**src/rtl/freq_scan_reader_if.sv**
```systemverilog
// Symbol stream from freq_scan_reader to the Huffman tree builder.
// The master side presents (sym_id, sym_count) pairs under sym_valid.
// The slave side accepts a pair by raising sym_ready.
`timescale 1ns/1ps
interface freq_scan_reader_if #(
  parameter int SW = 20
);
  logic          sym_valid;
  logic          sym_ready;
  logic [7:0]    sym_id;
  logic [SW-1:0] sym_count;

  modport master (
    output sym_valid,
    output sym_id,
    output sym_count,
    input  sym_ready
  );

  modport slave (
    input  sym_valid,
    input  sym_id,
    input  sym_count,
    output sym_ready
  );
endinterface

```
**src/rtl/freq_scan_reader.sv**
```systemverilog
// Read-side controller for the 4-lane byte frequency statistics RAM.
// The controller sweeps symbols 0..255 two at a time, one even/odd pair per read.
// It sums the four lane counts of each symbol and pushes the results into a small FIFO.
// The FIFO has two write ports and one read port. It feeds the symbol stream interface
// in ascending symbol order.
// A read is only issued when the FIFO is guaranteed to have room for its two results.
// The FIFO therefore never overflows, whatever the downstream stalls are.
// Optional feature: define FREQ_ZERO_SKIP_EN to drop symbols whose summed count is zero.
`timescale 1ns/1ps
module freq_scan_reader #(
  parameter int FW         = 18,
  parameter int SW         = 20,
  parameter int FIFO_DEPTH = 4
) (
  input  logic                clk,
  input  logic                rstN,
  input  logic                start_i,
  input  logic                ram_busy_i,
  output logic                freq_oe_o,
  output logic [7:0]          freq_addr1a_o,
  output logic [7:0]          freq_addr2a_o,
  output logic [7:0]          freq_addr3a_o,
  output logic [7:0]          freq_addr4a_o,
  output logic [7:0]          freq_addr1b_o,
  output logic [7:0]          freq_addr2b_o,
  output logic [7:0]          freq_addr3b_o,
  output logic [7:0]          freq_addr4b_o,
  input  logic [FW-1:0]       freq_value1a_i,
  input  logic [FW-1:0]       freq_value2a_i,
  input  logic [FW-1:0]       freq_value3a_i,
  input  logic [FW-1:0]       freq_value4a_i,
  input  logic [FW-1:0]       freq_value1b_i,
  input  logic [FW-1:0]       freq_value2b_i,
  input  logic [FW-1:0]       freq_value3b_i,
  input  logic [FW-1:0]       freq_value4b_i,
  input  logic                freq_valid_i,
  freq_scan_reader_if.master  symIf,
  output logic                scan_busy_o,
  output logic                done_o,
  output logic [8:0]          nz_count_o
);

  localparam int PW = $clog2(FIFO_DEPTH);
  localparam int CW = PW + 1;

  typedef enum logic [1:0] {
    IDLE,
    SCAN,
    DRAIN,
    DONE
  } state_t;

  state_t        state_q;
  logic [6:0]    k_q;
  logic [6:0]    inflightK_q;
  logic          inflight_q;
  logic          scanBusy_q;
  logic          done_q;
  logic [8:0]    nzCount_q;

  logic [7:0]    fifoId_q    [FIFO_DEPTH];
  logic [SW-1:0] fifoCount_q [FIFO_DEPTH];
  logic [PW-1:0] wrPtr_q;
  logic [PW-1:0] rdPtr_q;
  logic [CW-1:0] fifoCnt_q;
  logic [PW-1:0] wrPtr_d;
  logic [PW-1:0] rdPtr_d;
  logic [CW-1:0] fifoCnt_d;
  logic [PW-1:0] wrPtrB;

  logic          issue;
  logic          respValid;
  logic          pushA;
  logic          pushB;
  logic          popEn;
  logic [SW-1:0] sumA;
  logic [SW-1:0] sumB;

  function automatic logic [SW-1:0] extend(input logic [FW-1:0] v);
    return {{(SW-FW){1'b0}}, v};
  endfunction

  // Issue a read only while scanning and only if the FIFO can absorb its two results.
  // The two results of a read already in flight are counted against the free space as well.
  always_comb begin
    issue = (state_q == SCAN) &&
            ((int'(fifoCnt_q) + (inflight_q ? 2 : 0)) <= (FIFO_DEPTH - 2));
  end

  // Sum the lanes of the returning read and decide which of the two symbols get pushed.
  // A stray freq_valid with no read outstanding is ignored.
  always_comb begin
    sumA      = extend(freq_value1a_i) + extend(freq_value2a_i) +
                extend(freq_value3a_i) + extend(freq_value4a_i);
    sumB      = extend(freq_value1b_i) + extend(freq_value2b_i) +
                extend(freq_value3b_i) + extend(freq_value4b_i);
    respValid = freq_valid_i && inflight_q;
`ifdef FREQ_ZERO_SKIP_EN
    pushA     = respValid && (sumA != '0);
    pushB     = respValid && (sumB != '0);
`else
    pushA     = respValid;
    pushB     = respValid;
`endif
  end

  // Compute the next FIFO pointers and occupancy.
  // The odd entry lands right after the even one, or in its place if the even one was skipped.
  always_comb begin
    popEn     = (fifoCnt_q != '0) && symIf.sym_ready;
    wrPtrB    = wrPtr_q + PW'(pushA);
    wrPtr_d   = wrPtrB + PW'(pushB);
    rdPtr_d   = rdPtr_q + PW'(popEn);
    fifoCnt_d = fifoCnt_q + CW'(pushA) + CW'(pushB) - CW'(popEn);
  end

  // Hold the FIFO storage and pointers.
  // Entries are cleared on reset so the stream outputs come up as zero.
  always_ff @(posedge clk or negedge rstN) begin
    if (!rstN) begin
      for (int i = 0; i < FIFO_DEPTH; i++) begin
        fifoId_q[i]    <= '0;
        fifoCount_q[i] <= '0;
      end
      wrPtr_q   <= '0;
      rdPtr_q   <= '0;
      fifoCnt_q <= '0;
    end else begin
      if (pushA) begin
        fifoId_q[wrPtr_q]    <= {inflightK_q, 1'b0};
        fifoCount_q[wrPtr_q] <= sumA;
      end
      if (pushB) begin
        fifoId_q[wrPtrB]    <= {inflightK_q, 1'b1};
        fifoCount_q[wrPtrB] <= sumB;
      end
      wrPtr_q   <= wrPtr_d;
      rdPtr_q   <= rdPtr_d;
      fifoCnt_q <= fifoCnt_d;
    end
  end

  // Sweep control: track the pair index, the outstanding read, the busy/done flags and the emitted count.
  // SCAN moves to DRAIN once the last pair has been issued.
  // DRAIN waits until the FIFO is empty and no read is in flight.
  always_ff @(posedge clk or negedge rstN) begin
    if (!rstN) begin
      state_q     <= IDLE;
      k_q         <= '0;
      inflight_q  <= 1'b0;
      inflightK_q <= '0;
      scanBusy_q  <= 1'b0;
      done_q      <= 1'b0;
      nzCount_q   <= '0;
    end else begin
      inflight_q <= issue;
      done_q     <= 1'b0;
      if (issue) begin
        inflightK_q <= k_q;
      end
      if (popEn) begin
        nzCount_q <= nzCount_q + 9'd1;
      end
      case (state_q)
        IDLE: begin
          if (start_i && !ram_busy_i) begin
            state_q    <= SCAN;
            k_q        <= '0;
            scanBusy_q <= 1'b1;
            nzCount_q  <= '0;
          end
        end
        SCAN: begin
          if (issue) begin
            k_q <= k_q + 7'd1;
            if (k_q == 7'd127) begin
              state_q <= DRAIN;
            end
          end
        end
        DRAIN: begin
          if ((fifoCnt_q == '0) && !inflight_q) begin
            state_q    <= DONE;
            done_q     <= 1'b1;
            scanBusy_q <= 1'b0;
          end
        end
        DONE: begin
          state_q <= IDLE;
        end
        default: begin
          state_q <= IDLE;
        end
      endcase
    end
  end

  // Drive the RAM read port. Addresses are forced to zero whenever no read is issued.
  always_comb begin
    freq_oe_o     = issue;
    freq_addr1a_o = issue ? {k_q, 1'b0} : 8'd0;
    freq_addr2a_o = freq_addr1a_o;
    freq_addr3a_o = freq_addr1a_o;
    freq_addr4a_o = freq_addr1a_o;
    freq_addr1b_o = issue ? {k_q, 1'b1} : 8'd0;
    freq_addr2b_o = freq_addr1b_o;
    freq_addr3b_o = freq_addr1b_o;
    freq_addr4b_o = freq_addr1b_o;
  end

  // Present the FIFO head on the symbol stream, together with the status outputs.
  always_comb begin
    symIf.sym_valid = (fifoCnt_q != '0);
    symIf.sym_id    = fifoId_q[rdPtr_q];
    symIf.sym_count = fifoCount_q[rdPtr_q];
    scan_busy_o     = scanBusy_q;
    done_o          = done_q;
    nz_count_o      = nzCount_q;
  end

endmodule

```
**src/flat_wrapper.sv**
```systemverilog
// flat-port wrapper written by rule: the top's interface ports become plain ports
module freq_scan_reader_flat 
#(
  parameter int FW         = 18,
  parameter int SW         = 20,
  parameter int FIFO_DEPTH = 4
)
  (clk, rstN, start_i, ram_busy_i, freq_oe_o, freq_addr1a_o, freq_addr2a_o, freq_addr3a_o, freq_addr4a_o, freq_addr1b_o, freq_addr2b_o, freq_addr3b_o, freq_addr4b_o, freq_value1a_i, freq_value2a_i, freq_value3a_i, freq_value4a_i, freq_value1b_i, freq_value2b_i, freq_value3b_i, freq_value4b_i, freq_valid_i, scan_busy_o, done_o, nz_count_o, symIf_sym_valid, symIf_sym_id, symIf_sym_count, symIf_sym_ready);
  freq_scan_reader_if #(.SW(SW)) symIf_i ();
  input  logic clk;
  input  logic rstN;
  input  logic start_i;
  input  logic ram_busy_i;
  output logic freq_oe_o;
  output logic [7:0] freq_addr1a_o;
  output logic [7:0] freq_addr2a_o;
  output logic [7:0] freq_addr3a_o;
  output logic [7:0] freq_addr4a_o;
  output logic [7:0] freq_addr1b_o;
  output logic [7:0] freq_addr2b_o;
  output logic [7:0] freq_addr3b_o;
  output logic [7:0] freq_addr4b_o;
  input  logic [FW-1:0] freq_value1a_i;
  input  logic [FW-1:0] freq_value2a_i;
  input  logic [FW-1:0] freq_value3a_i;
  input  logic [FW-1:0] freq_value4a_i;
  input  logic [FW-1:0] freq_value1b_i;
  input  logic [FW-1:0] freq_value2b_i;
  input  logic [FW-1:0] freq_value3b_i;
  input  logic [FW-1:0] freq_value4b_i;
  input  logic freq_valid_i;
  output logic scan_busy_o;
  output logic done_o;
  output logic [8:0] nz_count_o;
  output wire logic [$bits(symIf_i.sym_valid)-1:0] symIf_sym_valid;
  output wire logic [$bits(symIf_i.sym_id)-1:0] symIf_sym_id;
  output wire logic [$bits(symIf_i.sym_count)-1:0] symIf_sym_count;
  input wire logic [$bits(symIf_i.sym_ready)-1:0] symIf_sym_ready;
  assign symIf_sym_valid = symIf_i.sym_valid;
  assign symIf_sym_id = symIf_i.sym_id;
  assign symIf_sym_count = symIf_i.sym_count;
  assign symIf_i.sym_ready = symIf_sym_ready;
  freq_scan_reader #(.FW(FW), .SW(SW), .FIFO_DEPTH(FIFO_DEPTH)) u_core (.clk(clk), .rstN(rstN), .start_i(start_i), .ram_busy_i(ram_busy_i), .freq_oe_o(freq_oe_o), .freq_addr1a_o(freq_addr1a_o), .freq_addr2a_o(freq_addr2a_o), .freq_addr3a_o(freq_addr3a_o), .freq_addr4a_o(freq_addr4a_o), .freq_addr1b_o(freq_addr1b_o), .freq_addr2b_o(freq_addr2b_o), .freq_addr3b_o(freq_addr3b_o), .freq_addr4b_o(freq_addr4b_o), .freq_value1a_i(freq_value1a_i), .freq_value2a_i(freq_value2a_i), .freq_value3a_i(freq_value3a_i), .freq_value4a_i(freq_value4a_i), .freq_value1b_i(freq_value1b_i), .freq_value2b_i(freq_value2b_i), .freq_value3b_i(freq_value3b_i), .freq_value4b_i(freq_value4b_i), .freq_valid_i(freq_valid_i), .symIf(symIf_i), .scan_busy_o(scan_busy_o), .done_o(done_o), .nz_count_o(nz_count_o));
endmodule
```
**config.mk**
```make
export PLATFORM = sky130hd
export DESIGN_NAME = freq_scan_reader_flat
export DESIGN_NICKNAME = d
export VERILOG_FILES = /design/src/rtl/freq_scan_reader_if.sv /design/src/rtl/freq_scan_reader.sv /design/src/flat_wrapper.sv
export SDC_FILE = /design/constraint.sdc
export NUM_CORES = 1
export LEC_CHECK = 0
export CORE_MARGIN = 2
export CORE_UTILIZATION = 55
export CTS_CLUSTER_SIZE = 40
export DETAILED_ROUTE_END_ITERATION = 10
export PLACE_DENSITY = 0.85
export SETUP_SLACK_MARGIN = 0.15
export SKIP_CTS_REPAIR_TIMING = 1
export SYNTH_ARGS = -nofsm -noshare
export SYNTH_HDL_FRONTEND = slang
export SYNTH_SLANG_ARGS = --single-unit
```
**constraint.sdc**
```tcl
create_clock -name clk -period 7.5 [get_ports clk]
set_clock_uncertainty 0.1 [all_clocks]
set_input_delay 0.75 -clock clk [delete_from_list [all_inputs] [get_ports clk]]
set_output_delay 0.75 -clock clk [all_outputs]
set_load 0.02 [all_outputs]
```
# Yosys cells after proc, flatten, opt, wreduce, memory -nomap -nowiden
# Index checks and enable logic that the tools add are counted.
word_totals:
  inputBits: 150
  reg_bits: 147
  output_inout_bits: 105
classes:
  n_lt_le_gt_ge: 6
  n_addsub: 15
  reduce_logical: 17
  eq_ne: 8
  bitwise: 3
  mux: 41
ops:
  columns: ["cell", "n"]
  rows:
  - ["80-bit bitwise mux", 2]
  - ["80-bit 2-to-1 mux", 2]
  - ["20-bit by 18-bit adder with 20-bit output", 4]
  - ["20-bit demux with 2-bit select", 2]
  - ["20-bit 2-to-1 mux", 4]
  - ["32-bit bitwise mux", 2]
  - ["32-bit 2-to-1 mux", 2]
  - ["8-bit 2-to-1 mux", 6]
  - ["20-bit binary-select mux with 2-bit select", 1]
  - ["18-bit by 18-bit adder with 19-bit output", 2]
  - ["4-bit by 32-bit adder with 32-bit output", 1]
  - ["8-bit demux with 2-bit select", 2]
  - ["32-bit by 3-bit <= comparator with 1-bit output (second input constant)", 1]
  - ["9-bit 2-to-1 mux", 3]
  - ["8-bit binary-select mux with 2-bit select", 1]
  - ["7-bit 2-to-1 mux", 2]
  - ["7-bit case mux with 2 select lines", 1]
  - ["2-bit 2-to-1 mux", 5]
  - ["9-bit by 1-bit adder with 9-bit output (second input constant)", 1]
  - ["3-bit >= comparator (second input constant)", 3]
  - ["2-bit NOT with 3-bit output", 3]
  - ["2-bit case mux with 4 select lines", 1]
  - ["7-bit by 1-bit adder with 7-bit output (second input constant)", 1]
  - ["7-bit == test (second input constant)", 1]
  - ["18 further kinds", 37]

# Logic depth before layout (Yosys ltp)
# Gate-level depths: netlist (run 1).
depth:
  ltp_word: 9
  ltp_mapped: 20

# Least setup slack after synthesis (run 1)
# No wires, ideal clock.
synth_timing:
  kind: "input to register"
  from: "in freq_value1a_i[0]"
  to: "reg u_core.fifoCount_q[18] (netlist bit)"
  arrival_time_ns: 4.410
  cell_stages: 18
  setup_ns: 0.144
  setup_slack_ns: 2.846
  cell_sequence: "ha_1 -> fa_1 -> a211oi_1 -> o21ai_0 -> and2_1 -> a211o_1 -> a21oi_1 -> xor2_1 -> fa_1 -> inv_1 -> ha_1 -> o21a_1 -> a21oi_2 -> nand2_1 -> a31oi_4 -> nor2b_1 -> mux2_4 -> a221oi_1"
synth_between:
  elab_chain_len: 7
synth_rtl:
  columns: ["item", "line_no", "text"]
  rows:
  - ["start, declared", "flat_wrapper.sv:23", "input logic [FW-1:0] freq_value1a_i;"]
  - ["18-bit by 18-bit adder with 19-bit output *", "freq_scan_reader.sv:93", "sumA = extend(freq_value1a_i) + extend(freq_value2a_i) +"]
  - ["20-bit by 18-bit adder with 20-bit output *", "freq_scan_reader.sv:93", null]
  - ["20-bit by 18-bit adder with 20-bit output *", "freq_scan_reader.sv:94", "extend(freq_value3a_i) + extend(freq_value4a_i);"]
  - ["80-bit bitwise mux *", "freq_scan_reader.sv:131", "fifoCount_q[wrPtr_q] <= sumA;"]
  - ["80-bit 2-to-1 mux *", "freq_scan_reader.sv:129", "if (pushA) begin"]
  - ["80-bit bitwise mux", "freq_scan_reader.sv:135", "fifoCount_q[wrPtrB] <= sumB;"]
  - ["80-bit 2-to-1 mux *", "freq_scan_reader.sv:133", "if (pushB) begin"]
  - ["end signal, assigned by index", "freq_scan_reader.sv:131", null]
  - ["end signal, assigned by index", "freq_scan_reader.sv:135", null]
  - ["end, declared", "freq_scan_reader.sv:62", "logic [SW-1:0] fifoCount_q [FIFO_DEPTH];"]
# Every way passes the cells marked *; elsewhere a longest branch is shown, timed or not.
# A chain may end at the register's enable or synchronous reset.

# Final worst setup path (run 1)
layout_timing:
  from: "in freq_value1a_i[1]"
  to: "reg u_core.fifoCount_q[55] (netlist bit)"
# The elaborated chain is that of the path after synthesis.

==> flow_summary_export.csv, run 1 <==
group,metric,value,unit
run_status,status,"finished, final reports clean",
clock_tree,cts_tree,"done",
sta,max_freq,193,MHz
clock_tree,cts_buffers,17,
cells_and_area,fin_cells,1791,
critical_path,worst_ep_arrival_time,5.33,ns
power,p_sw_share,45.5,%
critical_path,reg2reg_from,"u_core.inflight_q",
cells_and_area,nNetsFinal,1774,
floorplan,io_pins,255,
sta,min_period,5.17,ns
global_routing,grt_first_pass_wirelength,51400,um
floorplan,core,0.0218,mm2
detailed_routing,num_vias,10700,
floorplan,initial_utilization,55.9,%
sta,rsz0062_at_grt,"no",
synth,yosysUniqueCellTypes,73,
critical_path,worstPathRequired,7.65,ns
critical_path,critPathCaptureType,"flop",
detailed_routing,drtIter0Drc,913,
power,power.density,405,mW/mm2
critical_path,reg2reg_depth,7,
synth,yosysTopAreaCell,"dfrtp_1",
global_routing,grt_pass1_vias,10500,
global_routing,antenna_found_initial,0,
power,p_leak,6.89,nW
synth,synth.top_cell.area_share,30.1,%
critical_path,r2r_setup_slack,3.57,ns
detailed_routing,drcViolationCount,0,
placed_design,dp.cells,1759,
placed_design,port_buffers,250,
clock_tree,clk_latency,0.43,ns
power,peakVddDrop,0.319,mV
synth,ys_warn_count,0,
synth,syn_area,0.0122,mm2
clock_tree,clockBufferDepth,2,
power,p_comb_share,61.5,%
detailed_routing,via_per_inst,5.96,
synth,synthTopCellsByCount,"inv_1, dfrtp_1, nor2_1",
cells_and_area,areaGrowthSynthToFinish,23.7,%
critical_path,criticalPathCategory,"in -> reg",
sta,max_slew.worst_pin.slew,1.29,ns
clock_tree,path_clk_slew,0.07,ns
synth,async_flop_share,100,%
sta,hold_viol_final,0,
sta,setup_viol,0,
synth,netlist_instances,1321,
power,total_switching_power,2.78,mW
synth,ys_seq_elements,147,
clock_tree,htreeDepth,4,
placed_design,dpl.hpwl,23600,um
detailed_routing,routed_wl,31900,um
power,seqPwrFrac,24.6,%
floorplan,dieArea,0.0234,mm2
critical_path,r2r_end,"u_core.fifoId_q[25]",
cells_and_area,drive_above_1_share,9.27,%
global_routing,grt_max_degree,89,
synth,synth-edff-count,0,
sta,fin_setup_tns,0,ns
sta,slew_headroom,13.3,%
power,p_int,3.33,mW
clock_tree,cts_sinks,147,
cells_and_area,antenna_cells,0,
detailed_routing,postRouteAntennaNets,0,
critical_path,cp_max_fo,7,
sta,finalCritPeriodShare,69.0,%
floorplan,rows,54,
synth,ys_seq_area_share,30.1,%
synth,synth.area.top_cells,"dfrtp_1, ha_1, fa_1",
floorplan,die_y,153,um
detailed_routing,firstDrtPassIters,7,
power,p_clk_share,13.8,%
global_routing,grtUsageTotal,27.0,%
synth,ys.flop_type,"dfrtp_1",
critical_path,crit_path_start_kind,"input pin",
floorplan,die_w,153,um
clock_tree,cts_root_buffer,"clkbuf_16",
synth,yosysMostFrequentCell,"inv_1",
detailed_routing,post_drt_wl_per_cell,17.8,um
min_path,hold_path.class,"in -> async",
sta,final_max_slew_viol_count,0,
job,cap_viol_max_count,0,
global_routing,gr-total-overflow,0,
placed_design,gp_congestion,0.892,
synth,synth_area_per_cell,9.24,um2
[flip-flops by register name, indices dropped and copies added, names as in the netlist, 3 cells and up]
name / cells
u_core.inflightK_q: 7
u_core.fifoCnt_q: 3
u_core.fifoCount_q: 80
u_core.nz_count_o: 9
u_core.k_q: 7
u_core.fifoId_q: 32
[worst max-delay path, stage by stage]
cell and delay [ns]:
clkdlybuf4s50_1 0.45, ha_1 0.33, a211oi_1 0.35, o211ai_1 0.15, a31oi_1 0.44, o21ai_1 0.16
a21oi_1 0.17, nor2b_1 0.06, o31ai_1 0.25, fa_1 0.46, inv_1 0.07, ha_1 0.29
a211o_1 0.30, a21oi_2 0.23, nor2_1 0.07, a311oi_1 0.25, nand3_1 0.23, nor2_1 0.17
o22ai_1 0.12
[layout by cell type, fill, tap and decap left out, types with 6 or more instances in the layout]
cell             count
nor2b_1             12
clkdlybuf4s50_1    249
mux4_2              28
a221o_1              8
o21a_1              13
and3_1              14
dfrtp_1            145
nand4_1              9
clkbuf_16           17
a221oi_1             6
nand2_1             95
mux2i_1             18
o21ai_0             55
nor3_1              11
and2_1              14
ha_1                86
xor2_1              38
a31oi_1             16
o22ai_1             18
nor2_1              98
mux2_2              36
a211oi_1            18
or3_1               13
a21oi_1             90
fa_1                40
o21bai_1             9
nor3_2               7
xnor2_1             31
inv_1              159
o211ai_1            10
nand3_1             20
a22oi_1              6
a21o_1              26
nand2b_1            11
[worst max path at each step]
stage	startpoint	endpoint	slack [ns]	cells after the start
2_1_floorplan	freq_value1a_i[0]	u_core.fifoCount_q[18]	2.85	18
3_3_place_gp	freq_value1a_i[1]	u_core.fifoCount_q[18]	2.02	19
3_5_place_dp	freq_value1a_i[0]	u_core.fifoCount_q[58]	1.90	19
4_1_cts	freq_value1a_i[0]	u_core.fifoCount_q[58]	2.33	19
5_1_grt	freq_value1a_i[1]	u_core.fifoCount_q[15]	1.98	19
6_report	freq_value1a_i[1]	u_core.fifoCount_q[55]	2.33	19
[through the flow]
stage                     setup slack, ns  area, um2  hold slack, ns  utilization [%]  power [mW]
after global placement               2.02      14500           0.357             66.5        5.07
final                                2.33      15100           0.275             69.2        6.11
after detailed placement             1.90      14500           0.361             66.5        5.19
after floorplan                      2.85      12200           0.342                -        4.01
after global routing                 1.98      15100           0.337             69.2        6.45
after CTS                            2.33      15100           0.314             69.2        6.08
[layer usage]
| metal | routed length, um | GRT usage, % | vias up |
|---|---|---|---|
| met3 | 2700 | 5.19 | 75 |
| met5 | 0 | 0 | - |
| met2 | 16200 | 47.9 | 573 |
| met1 | 12100 | 32.9 | 5149 |
| li1 | - | - | 4886 |
| met4 | 846 | 9.30 | 0 |
[layout make-up]
cell class                      count  area, um2
Clock buffer                       18        439
Clock inverter                     14        144
Fill cell                        1639       6720
Inverter                          160        601
Multi-Input combinational cell    920       7370
Sequential cell                   147       3680
Tap cell                          280        350
Timing Repair Buffer              252       2520
[power groups by stage]
stage	sequential, mW	clock [mW]	combinational (mW)
final	1.50	0.846	3.76
after global routing	1.54	0.882	4.02
after CTS	1.49	0.847	3.74
after detailed placement	1.50	0	3.70
after global placement	1.47	0	3.60
after floorplan	1.35	0	2.66
[logic make-up after synthesis]
kind of cell | after synthesis | share of synthesized area (%)
xor+xnor | 70 | 5.08
flops | 147 | 30.1
other cells | 1 | 0.0307
simple gates | 320 | 12.3
compound gates | 317 | 17.2
buf+inv | 257 | 9.75
fa+ha+maj | 126 | 15.4
mux | 83 | 10.1
Note: power is estimated with default switching activity, not from simulation.
==> run 2: changes to the inputs <==
--- a/config.mk
+++ b/config.mk
@@ -6,10 +6,10 @@
 export NUM_CORES = 1
 export LEC_CHECK = 0
 export CORE_MARGIN = 2
-export CORE_UTILIZATION = 55
+export CORE_UTILIZATION = 53
 export CTS_CLUSTER_SIZE = 40
 export DETAILED_ROUTE_END_ITERATION = 10
-export PLACE_DENSITY = 0.85
+export PLACE_DENSITY = 0.82
 export SETUP_SLACK_MARGIN = 0.15
 export SKIP_CTS_REPAIR_TIMING = 1
 export SYNTH_ARGS = -nofsm -noshare
==> constraint.sdc (replaced) <==
create_clock -name clk -period 4.94 [get_ports clk]
set_clock_uncertainty 0.1 [all_clocks]
set_input_delay 0.494 -clock clk [delete_from_list [all_inputs] [get_ports clk]]
set_output_delay 0.494 -clock clk [all_outputs]
set_load 0.02 [all_outputs]
==> flow_summary_export.csv, run 2 (same netlist as run 1, synthesis figures left out) <==
group,metric,value,unit
critical_path,crit_path_start_kind,"input pin",
sta,setup_viol,0,
sta,rsz0062_at_grt,"yes",
min_path,hold_path.class,"in -> async",
floorplan,die_y,156,um
cells_and_area,areaGrowthSynthToFinish,26.9,%
cells_and_area,layout_commonest_cell,"clkdlybuf4s50_1",
power,p_leak,7.09,nW
floorplan,dieArea,0.0243,mm2
sta,max_slew.worst_pin.slew,1.12,ns
clock_tree,clk_latency,0.43,ns
power,seqPwrFrac,23.9,%
critical_path,worstPathRequired,5.16,ns
global_routing,grtUsageTotal,27.1,%
critical_path,reg2reg_from,"u_core.inflight_q",
detailed_routing,drtIter0Drc,851,
cells_and_area,largest_reg_flops,80,
critical_path,critPathCaptureType,"flop",
detailed_routing,drcViolationCount,0,
cells_and_area,antenna_cells,0,
sta,hold_viol_final,0,
global_routing,grt_max_degree,108,
clock_tree,cts_buffers,17,
power,p_sw_share,45.1,%
global_routing,antenna_found_initial,0,
detailed_routing,via_per_inst,5.87,
global_routing,grt_pass1_vias,10700,
sta,max_freq,220,MHz
detailed_routing,firstDrtPassIters,5,
sta,slew_headroom,25.1,%
global_routing,grt_first_pass_wirelength,52400,um
job,cap_viol_max_count,0,
critical_path,r2r_setup_slack,1.72,ns
cells_and_area,drive_above_1_share,12.5,%
cells_and_area,regMostFlops,"u_core.fifoCount_q",
run_status,status,"finished, final reports clean",
cells_and_area,mostFrequentLayoutCells,"clkdlybuf4s50_1, inv_1, dfrtp_1",
critical_path,cp_max_fo,4,
power,power.density,618,mW/mm2
floorplan,die_w,156,um
placed_design,gp_congestion,0.905,
detailed_routing,postRouteAntennaNets,0,
detailed_routing,post_drt_wl_per_cell,17.8,um
placed_design,dpl.hpwl,24200,um
power,peakVddDrop,0.458,mV
power,p_comb_share,62.5,%
sta,min_period,4.54,ns
floorplan,rows,55,
power,power.total,9.57,mW
placed_design,port_buffers,250,
clock_tree,cts_sinks,147,
critical_path,criticalPathCategory,"in -> reg",
floorplan,initial_utilization,53.9,%
cells_and_area,nNetsFinal,1818,
clock_tree,htreeDepth,4,
sta,final_max_slew_viol_count,0,
global_routing,gr-total-overflow,0,
clock_tree,path_clk_slew,0.07,ns
detailed_routing,num_vias,10800,
sta,finalCritPeriodShare,91.9,%
detailed_routing,routed_wl,32700,um
power,total_switching_power,4.32,mW
clock_tree,cts_root_buffer,"clkbuf_16",
power,p_int,5.26,mW
critical_path,reg2reg_depth,8,
floorplan,io_pins,255,
sta,whs,0.0503,ns
power,p_clk_share,13.6,%
critical_path,r2r_end,"u_core.fifoId_q[6]",
clock_tree,cts_tree,"done",
clock_tree,clockBufferDepth,2,
floorplan,core,0.0226,mm2
critical_path,startpoint,"freq_value1a_i[1]",
critical_path,worst_ep_arrival_time,4.76,ns
==> run 2: cell count changes in the layout (fill, tap and decap cells not counted), sizes merged <==
cell      change
buf          +44
clkinv        -1
clkinvlp      +1
clkbuf        +1
inv           -1
==> run 2: worst max path at each step <==
stage / cells after the start / slack [ns] / endpoint
4_1_cts: 19 / 0.32 / u_core.fifoCount_q[78]
3_3_place_gp: 19 / -0.01 / u_core.fifoCount_q[18]
5_1_grt: 20 / 0.12 / u_core.fifoCount_q[78]
2_1_floorplan: 18 / 0.54 / u_core.fifoCount_q[18]
3_5_place_dp: 21 / -0.11 / u_core.fifoCount_q[57]
6_report: 20 / 0.40 / u_core.fifoCount_q[78]
==> run 2: per-stage QoR <==
step / setup TNS (ns) / utilization [%] / instances / worst slack (ns) / cell area, um2
floorplan: 0 / - / 1324 / 0.542 / 12200
global placement: -0.0388 / 65.6 / 1808 / -0.0134 / 14800
detailed placement: -1.36 / 65.6 / 1808 / -0.106 / 14800
CTS: 0 / 68.2 / 1840 / 0.323 / 15400
global route: 0 / 68.4 / 1840 / 0.124 / 15500
finish: 0 / 68.4 / 1840 / 0.401 / 15500
==> run 2: cell type report <==
class,count,area (um2)
sequential,147,3680
timing repair buffer,296,2850
tap,285,357
clock buffer,19,443
fill,1722,7140
multi-input combinational,920,7420
inverter,160,601
clock inverter,13,145
==> run 2: power groups by stage <==
stage	Clock [mW]	Combinational, mW	Sequential [mW]
finish	1.31	5.98	2.29
detailed placement	0	5.86	2.27
CTS	1.31	5.92	2.26
global placement	0	5.69	2.24
floorplan	0	4.04	2.04
global route	1.36	6.43	2.35
==> run 2: routing by layer <==
metal	up-vias	share of wire (%)	global-route usage, %
li1	4976	-	-
met1	5192	39	33.4
met2	549	50	48.0
met3	75	8.1	4.94
met4	0	2.4	8.74
met5	-	0	0
==> run 2: critical path, stage by stage <==
cell	delay, ns
clkdlybuf4s50_1	0.46
ha_1	0.36
a211oi_2	0.32
o211ai_1	0.14
a31oi_1	0.18
buf_4	0.16
o21ai_1	0.09
a21oi_1	0.20
nor2b_1	0.07
o31ai_2	0.20
fa_1	0.44
inv_1	0.07
ha_1	0.24
a211o_1	0.27
a21oi_2	0.21
nand2_1	0.15
a31oi_4	0.22
buf_4	0.16
o22ai_1	0.10
a211oi_1	0.24
==> run 3: changes to the inputs <==
--- a/config.mk
+++ b/config.mk
@@ -5,11 +5,12 @@
 export SDC_FILE = /design/constraint.sdc
 export NUM_CORES = 1
 export LEC_CHECK = 0
-export CORE_MARGIN = 2
-export CORE_UTILIZATION = 53
+export CELL_PAD_IN_SITES_DETAIL_PLACEMENT = 0
+export CELL_PAD_IN_SITES_GLOBAL_PLACEMENT = 2
+export CORE_UTILIZATION = 32
 export CTS_CLUSTER_SIZE = 40
 export DETAILED_ROUTE_END_ITERATION = 10
-export PLACE_DENSITY = 0.82
+export PLACE_DENSITY_LB_ADDON = 0.1
 export SETUP_SLACK_MARGIN = 0.15
 export SKIP_CTS_REPAIR_TIMING = 1
 export SYNTH_ARGS = -nofsm -noshare
==> flow_summary_export.csv, run 3 (same netlist as run 1, synthesis figures left out) <==
group,metric,value,unit
run_status,violations,"hold timing",
clock_tree,cts_buffers,17,
global_routing,gr-total-overflow,0,
sta,max_slew.worst_pin.slew,1.05,ns
clock_tree,cts_sinks,147,
detailed_routing,postRouteAntennaNets,0,
sta,slew_headroom,30.1,%
floorplan,core,0.0376,mm2
cells_and_area,regMostFlops,"u_core.fifoCount_q",
placed_design,port_buffers,250,
critical_path,r2r_setup_slack,1.83,ns
cells_and_area,layout_commonest_cell,"clkdlybuf4s50_1",
floorplan,io_pins,255,
clock_tree,path_clk_slew,0.06,ns
sta,fin_setup_tns,0,ns
critical_path,cp_slowest_cell,"fa_1",
power,power.total,9.69,mW
critical_path,crit_path_start_kind,"input pin",
floorplan,rows,71,
detailed_routing,drtIter0Drc,441,
run_status,status,"finished with violations",
cells_and_area,antenna_cells,0,
sta,max_freq,218,MHz
global_routing,grt_busiest_layer,"met2",
global_routing,grt_util_met2,31.8,%
placed_design,dpl.hpwl,27300,um
clock_tree,clockBufferDepth,2,
critical_path,criticalPathCategory,"in -> reg",
global_routing,grt_max_degree,77,
cells_and_area,areaGrowthSynthToFinish,33.0,%
global_routing,use_met3,1.91,%
cells_and_area,mostFrequentLayoutCells,"clkdlybuf4s50_1, inv_1, dfrtp_1",
critical_path,cp_max_fo,4,
floorplan,initial_utilization,32.5,%
sta,hold_viol_final,13,
global_routing,antenna_found_initial,0,
critical_path,cp_num_buf_inv,3,
sta,min_period,4.58,ns
power,power.density,597,mW/mm2
detailed_routing,via_per_inst,4.85,
critical_path,reg2reg_depth,10,
placed_design,gp_congestion,0.820,
critical_path,cp_top_family,"compound AO/OA/AOI/OAI gates",
power,peakVddDrop,0.323,mV
sta,rsz0062_at_grt,"no",
min_path,hold_path.class,"in -> async",
detailed_routing,firstDrtPassIters,7,
clock_tree,htreeDepth,4,
sta,final_max_slew_viol_count,0,
global_routing,grtUsageTotal,18.1,%
critical_path,reg2reg_from,"u_core.inflight_q",
cells_and_area,largest_reg_flops,80,
critical_path,worst_ep_arrival_time,4.75,ns
global_routing,use_met1,23.6,%
cells_and_area,drive_above_1_share,15.6,%
clock_tree,clk_latency,0.42,ns
critical_path,cp_slowest_stage_delay,0.47,ns
power,p_leak,7.38,nW
detailed_routing,post_drt_wl_per_cell,16.5,um
clock_tree,cts_root_buffer,"clkbuf_16",
sta,finalCritPeriodShare,92.7,%
critical_path,worstPathRequired,5.12,ns
critical_path,path_cells,"clkdlybuf4s50_1 -> ha_1 -> a211oi_2 -> o211ai_1 -> a31oi_1 -> buf_4 -> o21ai_1 -> a21oi_1 -> nor2b_1 -> o31ai_1 -> fa_1 -> inv_1 -> ha_1 -> a211o_1 -> a21oi_4 -> nor2_1 -> a311oi_2 -> nand3_1 -> nor2_1 -> o22ai_1",
detailed_routing,routed_wl,35000,um
floorplan,die_y,197,um
sta,whs,-0.0420,ns
detailed_routing,num_vias,10300,
job,cap_viol_max_count,0,
global_routing,grt_pass1_vias,10400,
floorplan,dieArea,0.0389,mm2
critical_path,critPathCaptureType,"flop",
clock_tree,cts_tree,"done",
cells_and_area,nNetsFinal,1877,
critical_path,r2r_end,"u_core.fifoCount_q[38]",
global_routing,grt_first_pass_wirelength,55300,um
floorplan,die_w,197,um
sta,setup_viol,0,
detailed_routing,drcViolationCount,0,
## run 3: worst max-delay path by stage
stage,slack [ns],to,cells after the start,start
floorplan,0.54,u_core.fifoCount_q[18],18,freq_value1a_i[0]
global placement,-0.14,u_core.fifoCount_q[15],19,freq_value1a_i[0]
detailed placement,-0.28,u_core.fifoCount_q[57],20,freq_value1a_i[0]
CTS,0.14,u_core.fifoCount_q[57],20,freq_value1a_i[0]
global route,0.17,u_core.fifoCount_q[16],21,freq_value1a_i[1]
finish,0.36,u_core.fifoCount_q[15],20,freq_value1a_i[1]
## run 3: where the power goes
| group | leakage, nW | total (mW) | switching, mW | internal [mW] |
|---|---|---|---|---|
| clock network | 0.257 | 1.24 | 0.505 | 0.732 |
| registers | 1.80 | 2.18 | 0.416 | 1.77 |
| logic | 5.33 | 6.27 | 3.30 | 2.98 |
## run 3: cell type report
cell class | instances | area [um2]
sequential | 147 | 3680
tap | 511 | 639
clock inverter | 10 | 114
inverter | 160 | 601
multi-input combinational | 920 | 7460
clock buffer | 19 | 433
timing repair buffer | 355 | 3300
fill | 3728 | 21300
## run 3: through the flow
stage / cell area [um2] / cells / worst slack, ns / utilization [%]
final: 16200 / 2122 / 0.362 / 43.2
after global routing: 16200 / 2122 / 0.168 / 43.2
after CTS: 16100 / 2122 / 0.144 / 42.9
after detailed placement: 15600 / 2093 / -0.278 / 41.5
after global placement: 15600 / 2093 / -0.140 / 41.5
after floorplan: 12200 / 1324 / 0.542 / -
## run 3: routing by layer
layer | part of all wire (%) | vias to the layer above
met5 | 0 | -
met4 | 1.2 | 0
met3 | 3.5 | 27
met2 | 49 | 254
met1 | 46 | 4938
li1 | - | 5083
